### src/rtl/johnson_pkg.sv
`default_nettype none
// =============================================================================
// Module  : johnson_pkg
// Brief   : Johnson ring helpers: phase<->ring mapping and legality check.
// Revision: 1.0
// =============================================================================
package johnson_pkg;

    // Helpers work on a fixed-width vector so any ring width up to this fits.
    localparam int MAX_W = 32;

    typedef enum logic {
        DIR_DOWN = 1'b0,
        DIR_UP   = 1'b1
    } dir_e;

    function automatic logic [MAX_W-1:0] phase_to_ring(input int k, input int w);
        logic [MAX_W-1:0] r;
        r = '0;
        for (int i = 0; i < MAX_W; i++) begin
            if (i < w) begin
                if (k < w) r[i] = (i < k);
                else       r[i] = (i >= k - w);
            end
        end
        return r;
    endfunction

    function automatic int ring_to_phase(input logic [MAX_W-1:0] q, input int w);
        int ones;
        ones = 0;
        for (int i = 0; i < MAX_W; i++) begin
            if (i < w && q[i]) ones++;
        end
        return q[w-1] ? (2 * w - ones) : ones;
    endfunction

    function automatic logic ring_is_legal(input logic [MAX_W-1:0] q, input int w);
        int   ones;
        logic lsb_ok;
        logic msb_ok;
        ones   = 0;
        lsb_ok = 1'b1;
        msb_ok = 1'b1;
        for (int i = 0; i < MAX_W; i++) begin
            if (i < w && q[i]) ones++;
        end
        for (int i = 0; i < MAX_W; i++) begin
            if (i < w) begin
                if (q[i] != (i < ones))      lsb_ok = 1'b0;
                if (q[i] != (i >= w - ones)) msb_ok = 1'b0;
            end
        end
        return lsb_ok | msb_ok;
    endfunction

    function automatic logic phase_in_range(input int k, input int w);
        return (k >= 0) && (k < 2 * w);
    endfunction

endpackage
`default_nettype wire

### src/rtl/johnson_counter_param_decode.sv
`default_nettype none
// =============================================================================
// Module  : johnson_decode
// Brief   : Combinational ring decode: binary phase index and legality flag.
// Revision: 1.0
// =============================================================================
module johnson_decode
    import johnson_pkg::*;
#(
    parameter  int WIDTH = 4,
    localparam int IDXW  = $clog2(2 * WIDTH)
) (
    input  logic [WIDTH-1:0] q,
    output logic [IDXW-1:0]  idx,
    output logic             legal
);

    logic [MAX_W-1:0] w_q_ext;

    assign w_q_ext = MAX_W'(q);
    assign idx     = IDXW'(ring_to_phase(w_q_ext, WIDTH));
    assign legal   = ring_is_legal(w_q_ext, WIDTH);

endmodule
`default_nettype wire

### src/rtl/johnson_counter_param.sv
`default_nettype none
// =============================================================================
// Module  : johnson_counter_param
// Brief   : Up/down Johnson counter with phase load, wrap pulse, error recovery.
// Revision: 1.0
// =============================================================================
module johnson_counter_param
    import johnson_pkg::*;
#(
    parameter  int WIDTH = 4,
    localparam int IDXW  = $clog2(2 * WIDTH)
) (
    input  logic             clk,
    input  logic             reset,
    input  logic             en,
    input  logic             dir,
    input  logic             load,
    input  logic [IDXW-1:0]  load_idx,
    output logic [WIDTH-1:0] q,
    output logic [IDXW-1:0]  idx,
    output logic             wrap,
    output logic             err
);

    localparam logic [WIDTH-1:0] c_ring_zero = '0;
    localparam logic [WIDTH-1:0] c_ring_last = {1'b1, {(WIDTH-1){1'b0}}};

    logic [WIDTH-1:0] r_q;
    logic             r_wrap;
    logic             r_err;

    logic [WIDTH-1:0] w_q_next;
    logic [WIDTH-1:0] w_q_up;
    logic [WIDTH-1:0] w_q_dn;
    logic [WIDTH-1:0] w_load_ring;
    logic             w_load_ok;
    logic             w_legal;
    logic             w_wrap_next;
    logic             w_err_next;
    dir_e             w_dir;

    johnson_decode #(.WIDTH(WIDTH)) u_decode (
        .q     (r_q),
        .idx   (idx),
        .legal (w_legal)
    );

    assign w_dir       = dir_e'(dir);
    assign w_q_up      = {r_q[WIDTH-2:0], ~r_q[WIDTH-1]};
    assign w_q_dn      = {~r_q[0], r_q[WIDTH-1:1]};
    assign w_load_ok   = phase_in_range(int'(load_idx), WIDTH);
    assign w_load_ring = WIDTH'(phase_to_ring(int'(load_idx), WIDTH));

    // Load beats correction beats stepping; wrap only ever comes from a step.
    always_comb begin
        w_q_next    = r_q;
        w_wrap_next = 1'b0;
        w_err_next  = 1'b0;
        if (load) begin
            if (w_load_ok) w_q_next   = w_load_ring;
            else           w_err_next = 1'b1;
        end else if (!w_legal) begin
            w_q_next   = '0;
            w_err_next = 1'b1;
        end else if (en) begin
            if (w_dir == DIR_UP) begin
                w_q_next    = w_q_up;
                w_wrap_next = (r_q == c_ring_last);
            end else begin
                w_q_next    = w_q_dn;
                w_wrap_next = (r_q == c_ring_zero);
            end
        end
    end

    always_ff @(posedge clk or posedge reset) begin
        if (reset) begin
            r_q    <= '0;
            r_wrap <= 1'b0;
            r_err  <= 1'b0;
        end else begin
            r_q    <= w_q_next;
            r_wrap <= w_wrap_next;
            r_err  <= w_err_next;
        end
    end

    assign q    = r_q;
    assign wrap = r_wrap;
    assign err  = r_err;

endmodule
`default_nettype wire

### config.mk
export PLATFORM = sky130hd
export DESIGN_NAME = johnson_counter_param
export DESIGN_NICKNAME = d
export VERILOG_FILES = /design/src/rtl/johnson_pkg.sv /design/src/rtl/johnson_counter_param_decode.sv /design/src/rtl/johnson_counter_param.sv
export SDC_FILE = /design/constraint.sdc
export NUM_CORES = 1
export LEC_CHECK = 0
export CAP_MARGIN = 40
export CORE_UTILIZATION = 51
export CTS_BUF_LIST = sky130_fd_sc_hd__clkbuf_4 sky130_fd_sc_hd__clkbuf_8 sky130_fd_sc_hd__clkbuf_16
export DETAILED_ROUTE_END_ITERATION = 6
export GPL_ROUTABILITY_DRIVEN = 0
export GPL_TIMING_DRIVEN = 0
export PLACE_DENSITY = 0.79
export SLEW_MARGIN = 0
export SYNTH_ARGS = -nofsm -noshare
export SYNTH_HDL_FRONTEND = slang
export SYNTH_SLANG_ARGS = --single-unit
### constraint.sdc
create_clock -name clk -period 4.1 [get_ports clk]
set_input_delay 1.025 -clock clk [delete_from_list [all_inputs] [get_ports clk]]
set_output_delay 1.025 -clock clk [all_outputs]
set_load 0.05 [all_outputs]
==> results by group <==
Logic synthesis
  – Post-Syn Area: ~890 µm²
  – Largest family of logic cells by synthesized area: compound AO/OA/AOI/OAI gates
  – Unique masters post-synth: 36
  – Register area share after synthesis: 16.93%
  – Asr flop ratio synth: 100.0%
  – Cells after Synth: 114
  – Post-Synth Adder-Cell Area: 14.10%
  – Main area contributors after synthesis: dfrtp_1, ha_1, xnor2_1
  – Syn nets: about 130
  – Synth Area in Compound Gates: between 20% and 30%
  – XOR/XNOR share of the synthesized area: 11.71%
  – Yosys top cell area share: ~17%
  – Main synth FF type: dfrtp_1
  – Post-synth EDFFs: 0
  – Area leader, netlist: dfrtp_1
  – Synthesized area per cell: 7.782 µm²
  – Seq cells post-synth: 6
  – Syn. warnings: 0
  – Simple-gate portion of the synthesized area: 21.72%
  – Mux share of post-synthesis cell area: between 3 and 4%

Clock network
  – CTS Buffer Depth: 2
  – Clock Sinks: 6
  – H-tree Lvls: 1
  – Total CTS buffers: 3
  – CTS tree: built
  – Clock Tree Root: clkbuf_4
  – CTS clk-pin slew, worst paths: roughly 50 ps
  – Skew-Pair Late Insertion Delay: 250 ps
  – Hold-fix buffers, CTS: 0

Die
  – Top Ports: 17
  – FP Rows: 14
  – Core region area: roughly 1600 µm²
  – Width of the die: ~44 µm
  – Die Span Y: 43.71 µm
  – Die ar.: 1910 µm²
  – Initial Util: 56.90%

STA
  – Setup TNS: 0 ps
  – Max Freq: roughly 260 MHz
  – Tmin final: 3838 ps
  – Period Utilization, post-route: roughly 94%
  – Setup violations, final: 0
  – Slew headroom: 61.05%
  – Slew @ Worst Pin: between 500 and 600 ps
  – Final Max Slew Viols: 0
  – Final Hold Vio Count: 0
  – RSZ-0062 raised after global routing: no
  – Final Skew: 8.157 ps

Min path
  – HP Class: reg -> reg

Finish
  – Final core utilization: 70.71%
  – Layout area overhead: 24.26%
  – Antenna diodes: 0
  – Commonest non-fill, non-tap cell in the layout: clkdlybuf4s50_1
  – # nets final: 151
  – Most frequent cells in the layout: clkdlybuf4s50_1, o21ai_0, inv_1, nand2_1, ha_1
  – Fill cells: 134
  – Fin cells: 147
  – Sequential cell area: 152.6 µm²
  – Multi-input gate area: about 700 µm²
  – Share of layout cells above drive strength 1: 12.21%

Route
  – Wirelength per Cell: 13.27 µm
  – Post-route ant nets: 0
  – Final wirelength: 1.950 mm
  – Iter 0 DRT Violations: 11
  – Routed vias: 852
  – 1st-pass router iterations: 7
  – Remaining DRCs: 1
  – Via density: 5.796

Global route
  – First-pass GRT wire length: between 3 and 4 mm
  – Number of global-route vias before repair: 790
  – Pin count of the biggest net entering global routing: 11
  – Initial antenna violation count: 0
  – GRT Residual Overflow: 0
  – GR Util All Layers: 23.34%

Worst setup path
  – Crit path max-delay family: adder cells
  – Crit-path max cell delay: about 470 ps
  – Worst Path Max Fanout: 9
  – CP Class: reg -> out
  – Required @ worst endpoint: 3070 ps
  – Setup crit start kind: flip-flop
  – Crit path cell chain: inv_1 > ha_4 > xor2_4 > ha_1 > nor2b_1 > nor2_1 > ha_1 > inv_1 > a21oi_2 > buf_2
  – CP bufs+invs: 3
  – Worst Setup End Kind: output pin
  – Worst Path Arrival: about 2800 ps
  – Slowest cell on crit path: dfrtp_2

Status
  – Outcome: finished, violations left
  – Failing checks: DRC

Pwr
  – VDD IR max: approximately 0.34 mV
  – Leakage power: 0.4473 nW
  – PD cells: approximately 680 nW/µm²

Place
  – DP HPWL: 1.476 mm
  – PortBufs: 14
  – Placed cells: 144

Run
  – Maxcap violations: 0
==> what timing repair did <==
item                       CTS  global route
setup buffers                0             0
pin swaps                    0             0
setup endpoints to repair    1             1
gates resized for setup      5             5
==> synthesized netlist by cell type (2+ instances only) <==
master	count
nor2b_1	2
dfrtp_1	6
o21ai_0	12
xor2_1	3
clkbuf_1	4
o31ai_1	2
mux2i_1	3
nor4_1	2
ha_1	10
o211ai_1	3
nand2b_1	3
nor2_1	8
a21oi_1	3
o21a_1	4
xnor2_1	7
inv_1	10
nor3_1	2
nand3_1	3
nand2_1	10
==> path summary, 6_finish.rpt <==
kind	endpoint	slack (ps)	from	cells after the start
max in group asynchronous	q[1]$_DFFE_PP0P_	2910	reset	2
setup / recovery	idx[1]	260	q[1]$_DFFE_PP0P_	10
min in group asynchronous	q[2]$_DFFE_PP0P_	990	reset	2
setup reg to reg	wrap$_DFF_PP0_	640	q[1]$_DFFE_PP0P_	15
hold / removal	q[0]$_DFFE_PP0P_	840	q[0]$_DFFE_PP0P_	3
hold reg to reg	q[0]$_DFFE_PP0P_	840	q[0]$_DFFE_PP0P_	3
==> worst min-delay path: stages, from the launching register on <==
cell	delay, ps
dfrtp_2	470
o21ai_0	170
o21ai_0	70
o21a_1	100
==> power breakdown <==
part	switching (mW)	internal, mW	leakage, nW	total [mW]
Combinational	0.366	0.230	0.359	0.596
Clock	0.0222	0.0332	0.0138	0.0553
Sequential	0.0230	0.0746	0.0743	0.0976
Total	0.411	0.338	0.447	0.749
==> cell families (layout without fill, tap and decap cells) <==
family	Yosys count	count (layout)
other	1	1
xor gates and xnor gates	11	11
DFF	6	6
buffers and inverters	16	33
adders and majority gates	10	10
muxes	3	3
AOI/OAI and AO/OA	31	31
and+or+nand+nor	36	36
==> per-layer routing <==
layer | part of all wire [%] | global-route usage [%] | up-vias
met5 | 0 | 0 | -
met4 | 0.62 | 9.375 | 0
met3 | 2.4 | 2.917 | 2
met2 | 47 | 37.91 | 18
met1 | 50 | 31.27 | 401
li1 | - | - | 431
==> sequential cells by signal, indices dropped and copies added (netlist names) <==
register,count
q,4
err,1
wrap,1
==> area by class of cell <==
type,instances,share of cell area (%)
plain buffers,6,2.838
clock buffers,3,2.043
inverters,10,3.405
well taps,16,1.816
flip-flops and latches,6,13.85
multi-input cells,92,63.79
repair buffers,14,12.26
==> through the flow <==
step	total power, mW	setup slack, ps	hold WS, ps	cell area (µm²)
final	0.7487	262.3	840.6	1102
after global routing	0.8118	100.1	878.7	1102
after detailed placement	0.6726	-275.6	864.9	1059
after CTS	0.7326	8.058	865.8	1086
after floorplan	0.5396	98.35	816.0	898.4
after global placement	0.6617	-235.3	873.0	1059
(Power assumes the default switching activity.)
